File: src/rtl/freeze_key_decoder_if.sv
// Keyboard-side bundle for freeze_key_decoder: scancode byte stream and enable
// in, freeze request and Ctrl status out.
interface freeze_key_decoder_if;
  logic       kbd_strobe;
  logic [7:0] kbd_data;
  logic       enable;
  logic       freeze;
  logic       ctrl_down;

  modport master (
    output kbd_strobe,
    output kbd_data,
    output enable,
    input  freeze,
    input  ctrl_down
  );

  modport slave (
    input  kbd_strobe,
    input  kbd_data,
    input  enable,
    output freeze,
    output ctrl_down
  );
endinterface

File: src/rtl/freeze_key_decoder.sv
// PS/2 set-2 Ctrl+Break detector producing a fixed-width, locked-out freeze pulse.
// Optional macro FREEZE_PAUSE_EN: the full Pause sequence also fires freeze.
module freeze_key_decoder #(
  parameter int PULSE_LEN      = 16,
  parameter int PREFIX_TIMEOUT = 65535
) (
  input  logic                 clk,
  input  logic                 reset,
  freeze_key_decoder_if.slave  kbd
);

  localparam int TMO_W = (PREFIX_TIMEOUT < 2) ? 1 : $clog2(PREFIX_TIMEOUT + 1);

  localparam logic [7:0] SC_CTRL  = 8'h14;
  localparam logic [7:0] SC_EXT   = 8'hE0;
  localparam logic [7:0] SC_REL   = 8'hF0;
  localparam logic [7:0] SC_PAUSE = 8'hE1;
  localparam logic [7:0] SC_BREAK = 8'h7E;

  typedef enum logic [2:0] {
    S_IDLE   = 3'd0,
    S_EXT    = 3'd1,
    S_REL    = 3'd2,
    S_EXTREL = 3'd3,
    S_PAUSE  = 3'd4
  } state_t;

  state_t           state_r;
  logic [2:0]       e1_cnt_r;
  logic [TMO_W-1:0] tmo_cnt_r;
  logic [7:0]       pulse_cnt_r;
  logic             ctrl_l_r;
  logic             ctrl_r_r;
  logic             brk_down_r;
  logic             freeze_r;
  logic             ctrl_down_r;

  logic             ctrl_l_s;
  logic             ctrl_r_s;
  logic             brk_make_s;
  logic             brk_rel_s;
  logic             pause_fire_s;
  logic             trig_s;

  // Decode key events from the current prefix state and the strobed byte.
  always_comb begin
    ctrl_l_s   = ctrl_l_r;
    ctrl_r_s   = ctrl_r_r;
    brk_make_s = 1'b0;
    brk_rel_s  = 1'b0;
    if (kbd.kbd_strobe) begin
      case (state_r)
        S_IDLE: begin
          if (kbd.kbd_data == SC_CTRL) begin
            ctrl_l_s = 1'b1;
          end else begin
            ctrl_l_s = ctrl_l_r;
          end
        end
        S_EXT: begin
          if (kbd.kbd_data == SC_CTRL) begin
            ctrl_r_s = 1'b1;
          end else if (kbd.kbd_data == SC_BREAK) begin
            brk_make_s = 1'b1;
          end else begin
            brk_make_s = 1'b0;
          end
        end
        S_REL: begin
          if (kbd.kbd_data == SC_CTRL) begin
            ctrl_l_s = 1'b0;
          end else begin
            ctrl_l_s = ctrl_l_r;
          end
        end
        S_EXTREL: begin
          if (kbd.kbd_data == SC_CTRL) begin
            ctrl_r_s = 1'b0;
          end else if (kbd.kbd_data == SC_BREAK) begin
            brk_rel_s = 1'b1;
          end else begin
            brk_rel_s = 1'b0;
          end
        end
        // Pause bytes are swallowed, so Ctrl tracking must not see them.
        S_PAUSE: begin
          ctrl_l_s = ctrl_l_r;
          ctrl_r_s = ctrl_r_r;
        end
        default: begin
          ctrl_l_s = ctrl_l_r;
          ctrl_r_s = ctrl_r_r;
        end
      endcase
    end else begin
      ctrl_l_s = ctrl_l_r;
      ctrl_r_s = ctrl_r_r;
    end
  end

`ifdef FREEZE_PAUSE_EN
  function automatic logic [7:0] pause_byte(input logic [2:0] idx);
    case (idx)
      3'd7:    return 8'h14;
      3'd6:    return 8'h77;
      3'd5:    return 8'hE1;
      3'd4:    return 8'hF0;
      3'd3:    return 8'h14;
      3'd2:    return 8'hF0;
      3'd1:    return 8'h77;
      default: return 8'h00;
    endcase
  endfunction

  logic pause_ok_r;

  // Remember whether every byte swallowed so far matched the canonical Pause stream.
  always_ff @(posedge clk) begin
    if (reset) begin
      pause_ok_r <= 1'b0;
    end else if (kbd.kbd_strobe && (state_r == S_IDLE) && (kbd.kbd_data == SC_PAUSE)) begin
      pause_ok_r <= 1'b1;
    end else if (kbd.kbd_strobe && (state_r == S_PAUSE)) begin
      pause_ok_r <= pause_ok_r && (kbd.kbd_data == pause_byte(e1_cnt_r));
    end else begin
      pause_ok_r <= pause_ok_r;
    end
  end

  // The last Pause byte completes the sequence only if everything before it matched.
  always_comb begin
    pause_fire_s = kbd.kbd_strobe && (state_r == S_PAUSE) && (e1_cnt_r == 3'd1) &&
                   pause_ok_r && (kbd.kbd_data == pause_byte(3'd1));
  end
`else
  assign pause_fire_s = 1'b0;
`endif

  // A new pulse needs enable and an idle pulse counter; Break also needs Ctrl and a released key.
  always_comb begin
    trig_s = kbd.enable && (pulse_cnt_r == 8'd0) &&
             ((brk_make_s && ctrl_down_r && !brk_down_r) || pause_fire_s);
  end

  // Prefix FSM: advances on strobes, falls back to IDLE after a silent prefix timeout.
  always_ff @(posedge clk) begin
    if (reset) begin
      state_r   <= S_IDLE;
      e1_cnt_r  <= 3'd0;
      tmo_cnt_r <= '0;
    end else if (kbd.kbd_strobe) begin
      tmo_cnt_r <= '0;
      case (state_r)
        S_IDLE: begin
          case (kbd.kbd_data)
            SC_EXT:   state_r <= S_EXT;
            SC_REL:   state_r <= S_REL;
            SC_PAUSE: begin
              state_r  <= S_PAUSE;
              e1_cnt_r <= 3'd7;
            end
            default:  state_r <= S_IDLE;
          endcase
        end
        S_EXT: begin
          if (kbd.kbd_data == SC_REL) begin
            state_r <= S_EXTREL;
          end else begin
            state_r <= S_IDLE;
          end
        end
        S_REL:    state_r <= S_IDLE;
        S_EXTREL: state_r <= S_IDLE;
        S_PAUSE: begin
          e1_cnt_r <= e1_cnt_r - 3'd1;
          if (e1_cnt_r == 3'd1) begin
            state_r <= S_IDLE;
          end else begin
            state_r <= S_PAUSE;
          end
        end
        default:  state_r <= S_IDLE;
      endcase
    end else if (state_r != S_IDLE) begin
      if (tmo_cnt_r == TMO_W'(PREFIX_TIMEOUT - 1)) begin
        state_r   <= S_IDLE;
        tmo_cnt_r <= '0;
      end else begin
        tmo_cnt_r <= tmo_cnt_r + TMO_W'(1);
      end
    end else begin
      tmo_cnt_r <= '0;
    end
  end

  // Key-held state; Break make/release run regardless of enable so lockout survives disable.
  always_ff @(posedge clk) begin
    if (reset) begin
      ctrl_l_r    <= 1'b0;
      ctrl_r_r    <= 1'b0;
      ctrl_down_r <= 1'b0;
      brk_down_r  <= 1'b0;
    end else begin
      ctrl_l_r    <= ctrl_l_s;
      ctrl_r_r    <= ctrl_r_s;
      ctrl_down_r <= ctrl_l_s | ctrl_r_s;
      if (brk_make_s) begin
        brk_down_r <= 1'b1;
      end else if (brk_rel_s) begin
        brk_down_r <= 1'b0;
      end else begin
        brk_down_r <= brk_down_r;
      end
    end
  end

  // Pulse generator: triggers arriving while the counter runs are dropped.
  always_ff @(posedge clk) begin
    if (reset) begin
      pulse_cnt_r <= 8'd0;
      freeze_r    <= 1'b0;
    end else if (!kbd.enable) begin
      pulse_cnt_r <= 8'd0;
      freeze_r    <= 1'b0;
    end else if (trig_s) begin
      pulse_cnt_r <= 8'(PULSE_LEN);
      freeze_r    <= 1'b1;
    end else if (pulse_cnt_r != 8'd0) begin
      pulse_cnt_r <= pulse_cnt_r - 8'd1;
      freeze_r    <= (pulse_cnt_r > 8'd1);
    end else begin
      pulse_cnt_r <= 8'd0;
      freeze_r    <= 1'b0;
    end
  end

  assign kbd.freeze    = freeze_r;
  assign kbd.ctrl_down = ctrl_down_r;

endmodule

File: src/flat_wrapper.sv
// flat-port wrapper written by rule: the top's interface ports become plain ports
module freeze_key_decoder_flat 
#(
  parameter int PULSE_LEN      = 16,
  parameter int PREFIX_TIMEOUT = 65535
)
  (clk, reset, kbd_kbd_strobe, kbd_kbd_data, kbd_enable, kbd_freeze, kbd_ctrl_down);
  freeze_key_decoder_if kbd_i ();
  input  logic clk;
  input  logic reset;
  input wire logic [$bits(kbd_i.kbd_strobe)-1:0] kbd_kbd_strobe;
  input wire logic [$bits(kbd_i.kbd_data)-1:0] kbd_kbd_data;
  input wire logic [$bits(kbd_i.enable)-1:0] kbd_enable;
  output wire logic [$bits(kbd_i.freeze)-1:0] kbd_freeze;
  output wire logic [$bits(kbd_i.ctrl_down)-1:0] kbd_ctrl_down;
  assign kbd_i.kbd_strobe = kbd_kbd_strobe;
  assign kbd_i.kbd_data = kbd_kbd_data;
  assign kbd_i.enable = kbd_enable;
  assign kbd_freeze = kbd_i.freeze;
  assign kbd_ctrl_down = kbd_i.ctrl_down;
  freeze_key_decoder #(.PULSE_LEN(PULSE_LEN), .PREFIX_TIMEOUT(PREFIX_TIMEOUT)) u_core (.clk(clk), .reset(reset), .kbd(kbd_i));
endmodule
File: config.mk
export PLATFORM = sky130hd
export DESIGN_NAME = freeze_key_decoder_flat
export DESIGN_NICKNAME = d
export VERILOG_FILES = /design/src/rtl/freeze_key_decoder_if.sv /design/src/rtl/freeze_key_decoder.sv /design/src/flat_wrapper.sv
export SDC_FILE = /design/constraint.sdc
export NUM_CORES = 1
export LEC_CHECK = 0
export CAP_MARGIN = 20
export CELL_PAD_IN_SITES_DETAIL_PLACEMENT = 0
export CELL_PAD_IN_SITES_GLOBAL_PLACEMENT = 1
export CORE_MARGIN = 4
export CORE_UTILIZATION = 43
export CTS_CLUSTER_DIAMETER = 50
export CTS_CLUSTER_SIZE = 28
export DETAILED_ROUTE_END_ITERATION = 7
export PLACE_DENSITY_LB_ADDON = 0.1
export SYNTH_ARGS = -nofsm -noshare
export SYNTH_HDL_FRONTEND = slang
export SYNTH_SLANG_ARGS = --single-unit
File: constraint.sdc
create_clock -name clk -period 2.6 [get_ports clk]
set_clock_uncertainty 0.05 [all_clocks]
set_input_delay 0.39 -clock clk [delete_from_list [all_inputs] [get_ports clk]]
set_output_delay 0.39 -clock clk [all_outputs]
set_load 0.02 [all_outputs]
-- After elaboration in Yosys (flattened, before gate mapping)
Cells that the tools add are included.
- register bits: 35
- latch bits: 0
- memory bits (writable): 0
- memory bits (read-only): 0
- bits of input ports: 12
- output and inout port bits: 2
- word-level logic and storage cells: 77
- memories kept: 0
- add/sub/neg operators: 3
- $mul: 0
- div/mod/pow operators: 0
- order comparisons: 1
- equal/unequal tests: 12
- shifts and indexed selects: 0
- multiplexer cells: 29
- bitwise gates (word level): 4
- reduce and logical (&&, ||, !) cells: 18
- operator list (operator ; count):
    $eq A8 B8 Y1 const B ; 3
    $pmux W3 S3 ; 2
    $add A16 B1 Y16 const B ; 1
    $eq A16 B16 Y1 const B ; 1
    $mux W1 ; 16
    $mux W3 ; 5
    $mux W5 ; 2
    $eq A8 B5 Y1 const B ; 1
    $eq A8 B7 Y1 const B ; 1
    $gt A8 B1 Y1 const B ; 1
    $logic_not A8 Y1 ; 1
    $reduce_bool A2 Y1 ; 4
    $reduce_bool A8 Y1 ; 1
    $reduce_or A4 Y1 ; 2
    $sub A8 B1 Y8 const B ; 1
    $eq A3 B1 Y1 const B ; 2
    $eq A3 B2 Y1 const B ; 2
    $pmux W3 S2 ; 1
    $logic_and A1 B1 Y1 ; 4
    $pmux W1 S2 ; 2
    $eq A3 B3 Y1 const B ; 1
    $logic_not A3 Y1 ; 1
    $not A1 Y1 ; 3
    $reduce_and A3 Y1 ; 1
    8 further kinds ; 8

-- Logic depth before layout (Yosys ltp)
- word-level depth: 9
- mapped depth: 7
- depth with buffers taken out: 6

-- Worst setup path before layout
No wires, ideal clock.
- path kind: register -> register
- from: register u_core.pulse_cnt_r[5]
- to: register u_core.freeze_r, in the netlist u_core.kbd.freeze
- library setup time: 0.070 ns
- arrival: 1.772 ns
- path slack: 0.708 ns
- cell stages (with the launch flop): 5
- path buffers: 0
- cell sequence: dfxtp_1 or4_4 or4b_1 or3_1 o21ai_1
- longest elaborated chain between the ends: 4
- RTL lines (what ; line ; source):
    from (decl) ; freeze_key_decoder.sv:31 ; logic [7:0] pulse_cnt_r;
    from (signal assigned) ; freeze_key_decoder.sv:226 ; pulse_cnt_r <= 8'(PULSE_LEN);
    from (signal assigned) ; freeze_key_decoder.sv:229 ; pulse_cnt_r <= pulse_cnt_r - 8'd1;
    branches (longest 3 deep; another with $gt A8 B1 Y1) ; -- ;
    $mux W1 (*) ; freeze_key_decoder.sv:225 ; end else if (trig_s) begin
    to (signal assigned) ; freeze_key_decoder.sv:230 ; freeze_r <= (pulse_cnt_r > 8'd1);
    to (decl) ; freeze_key_decoder.sv:35 ; logic freeze_r;
Every way passes the cells marked *.
A chain may end at the register's enable or synchronous reset.

-- Worst setup path after layout
- from: input port kbd_kbd_data[4]
- to: register u_core.pulse_cnt_r[4]
- longest elaborated chain between the ends: 9
- RTL lines (what ; line ; source):
    from (decl) ; flat_wrapper.sv:12 ; input wire logic [$bits(kbd_i.kbd_data)-1:0] kbd_kbd_data;
    $eq A8 B7 Y1 ; freeze_key_decoder.sv:63 ; end else if (kbd.kbd_data == SC_BREAK) begin
    $mux W1 ; freeze_key_decoder.sv:63 ;
    $mux W1 (*) ; -- ;
    $mux W1 (*) ; freeze_key_decoder.sv:52 ; case (state_r)
    $mux W1 (*) ; freeze_key_decoder.sv:51 ; if (kbd.kbd_strobe) begin
    $logic_and A1 B1 Y1 (*) (2 in a row) ; freeze_key_decoder.sv:142 ; ((brk_make_s && ctrl_down_r && !brk_down_r) || pause_fire_s);
    $logic_and A1 B1 Y1 (*) ; freeze_key_decoder.sv:141 ; trig_s = kbd.enable && (pulse_cnt_r == 8'd0) &&
    $mux W5 (*) ; freeze_key_decoder.sv:225 ;
Mark *: on every way between the ends. The rest lies on a longest branch, timed or not.

==> metrics.csv <==
stage;metric;value;unit
power;vdd_drop_max;0.272;mV
sta;hold_violations;0;
synth;synth_seq_cells;35;
clocking;cts_root_buf;clkbuf_8;
synth;yosys.area.top_type;dfxtp_1;
floorplanning;dieArea;4880;um^2
placement;portBuffers;13;
synth;synth_compound_area_frac;0.0776;
floorplanning;num_io_pins;14;
sta;post-route-worst-setup-slack;0.428;ns
sta;fmax;460;MHz
synth;synth_xor_area_frac;0.106;
power;swShare;0.193;
synth;yosys_most_used_dff;dfxtp_1;
clocking;ctsResizeCount;0;
global_route;antenna_found_initial;0;
sta;slew_headroom;0.726;
clocking;clockBufferDepth;2;
floorplanning;dieHeight;69.9;um
power;power.switching;0.176;mW
routing;antenna_left;0;
clocking;cts-htree-levels;2;
synth;yosys_warnings;0;
power;combPwrFrac;0.041;
setup_path;crit_required;2.75;ns
synth;synth-edff-count;0;
placement;gp_congestion;0.748;
synth;ys_types;39;
clocking;cts_tree;yes;
clocking;postCtsHoldBufs;0;
synth;ys_top_cells_by_count;35 x dfxtp_1, 35 x nor2_1, 13 x xnor2_1, 9 x nand3_1;
sta;tns;0;ns
synth;yosys.area_share.simple;0.290;
routing;wl_per_cell;12.0;um
placement;placed_area;1830;um^2
synth;synth_top_family_by_area;simple AND/OR/NAND/NOR gates;
global_route;grt_pass1_vias;1259;
synth;syn_area;1650;um^2
cells_and_area;drive_gt1_frac;0.0446;
placement;hpwl;2.18;mm
cells_and_area;layout.nets;222;
global_route;grt_pass1_wl;5.33;mm
run;maxCapViolCount;0;
power;p_clk_frac;0.371;
global_route;grt_max_degree;17;
sta;finalCritPeriodShare;0.835;
setup_path;path_class;in -> reg;
synth;synthCells;186;
hold_path;hold_class;reg -> reg;
synth;yosys.area.top_type_share;0.426;
setup_path;worst_ep_arrival_time;2.32;ns
clocking;numCtsBuffers;5;
placement;place_ws;0.156;ns
synth;postSynthAreaPerCell;8.85;um^2
routing;routed_wl;2.99;mm
synth;async_flop_share;0;
synth;muxShareOfSynthArea;0.0183;
routing;vias_per_cell;5.14;
power;power;0.913;mW
routing;routed-via-count;1284;
setup_path;start_kind;primary input;
clocking;cts_setup_buffers;0;
cells_and_area;fillCellCount;352;
global_route;grt_overflow;0;
cells_and_area;final_util;0.515;
power;p_int;0.737;mW
clocking;cts.clk_slew.worst_paths;0.06;ns
setup_path;path_max_fanout;4;
synth;synthTopCellsByArea;dfxtp_1 43%, nor2_1 8.0%, xnor2_1 6.9%;
floorplanning;die_x;69.9;um
power;power-per-cell-area;481;nW/um^2
clocking;clock-sinks;35;
sta;slew_violations;0;
synth;synthAdderAreaFrac;0.0532;
power;share_seq_of_total_power;0.588;
sta;setup_viol;0;
routing;drt_pre_antenna_iters;4;
setup_path;cp-end-kind;flip-flop;
synth;synth_seq_area_share;0.426;
sta;rsz0062_at_grt;no;
sta;worst_pin_slew;0.406;ns
routing;drt_iter0_drc;67;
sta;finalCriticalPeriod;2.17;ns
routing;drc;0;
floorplanning;start_util;0.446;
cells_and_area;num_antenna_cells;0;
cells_and_area;fin_area;1900;um^2
outcome;status;finished, final reports clean;
synth;syn-num-nets;205;
power;p_leak;0.677;nW
clocking;clk_latency;0.27;ns
cells_and_area;syn_to_final_growth;15.4;%
floorplanning;coreArea;3690;um^2
floorplanning;rows;22;
global_route;grt_util_all_layers;0.131;
## cell usage in the layout, fill, tap and decap left out, drive strengths merged, types with 4 or more instances in the layout
cell / n
clkdlybuf4s50: 13
nand4: 5
xor2: 7
o21ai: 4
dfxtp: 35
nor4: 8
nor3: 4
xnor2: 13
nor2: 35
inv: 8
ha: 7
nand2: 8
nand3: 9
o21a: 4
clkbuf: 6
## power by group through the flow
stage / registers (mW) / clock network (mW) / logic (mW)
after floorplan: 0.549 / 0 / 0.0142
after global placement: 0.549 / 0 / 0.0361
after detailed placement: 0.549 / 0 / 0.0365
after CTS: 0.537 / 0.359 / 0.0372
after global routing: 0.537 / 0.375 / 0.0405
final: 0.537 / 0.339 / 0.0371
## layout make-up
type                            instances  area [um^2]  area share
Clock buffer                            6         72.6      0.0382
Multi-Input combinational cell        139          898       0.473
Timing Repair Buffer                   14          138      0.0725
Sequential cell                        35          701       0.369
Inverter                                8         30.0      0.0158
Tap cell                               48         60.1      0.0316
## metrics by stage
| stage | std cells | hold slack, ns |
|---|---|---|
| 2_1_floorplan | 186 | 0.391 |
| 3_3_place_gp | 244 | 0.396 |
| 3_5_place_dp | 244 | 0.421 |
| 4_1_cts | 250 | 0.436 |
| 5_1_grt | 250 | 0.445 |
| 6_report | 250 | 0.431 |
## per-layer routing
metal	part of all wire	track usage	wire [um]
met4	0.0033	0.0404	10
met3	0.044	0.0475	131
met2	0.45	0.204	1350
met1	0.50	0.169	1500
met5	0	0	0
## worst paths after layout
| check | startpoint | to | slack (ns) | depth (start not counted) |
|---|---|---|---|---|
| worst max-delay path | kbd_kbd_data[4] | u_core.pulse_cnt_r[4] | 0.43 | 5 |
| worst min-delay path | u_core.e1_cnt_r[1] | u_core.e1_cnt_r[1] | 0.43 | 1 |
| worst max register to register | u_core.pulse_cnt_r[5] | u_core.pulse_cnt_r[4] | 0.62 | 4 |
| worst min register to register | u_core.e1_cnt_r[1] | u_core.e1_cnt_r[1] | 0.43 | 1 |
## kinds of logic (layout without fill, tap and decap cells)
group                    after synthesis  count (layout)
buffers and inverters                 12              28
AO/OA/AOI/OAI                         19              19
AND/OR/NAND/NOR                       90              90
multiplexers                           3               3
flip-flops                            35              35
adder cells (fa/ha/maj)                7               7
XOR/XNOR                              20              20
## registers in the layout, indices dropped and copies added, names as in the netlist
name	flops
u_core.tmo_cnt_r	16
u_core.pulse_cnt_r	8
u_core.e1_cnt_r	3
u_core.state_r	3
u_core.brk_down_r	1
u_core.ctrl_l_r	1
u_core.ctrl_r_r	1
u_core.kbd.ctrl_down	1
u_core.kbd.freeze	1
## worst max-delay path, stage by stage
cell	delay [ns]
clkdlybuf4s50_1	0.53
or4bb_1	0.56
or3_1	0.43
or3_1	0.34
o21ai_1	0.09
Power figures use the tool's default switching activity.
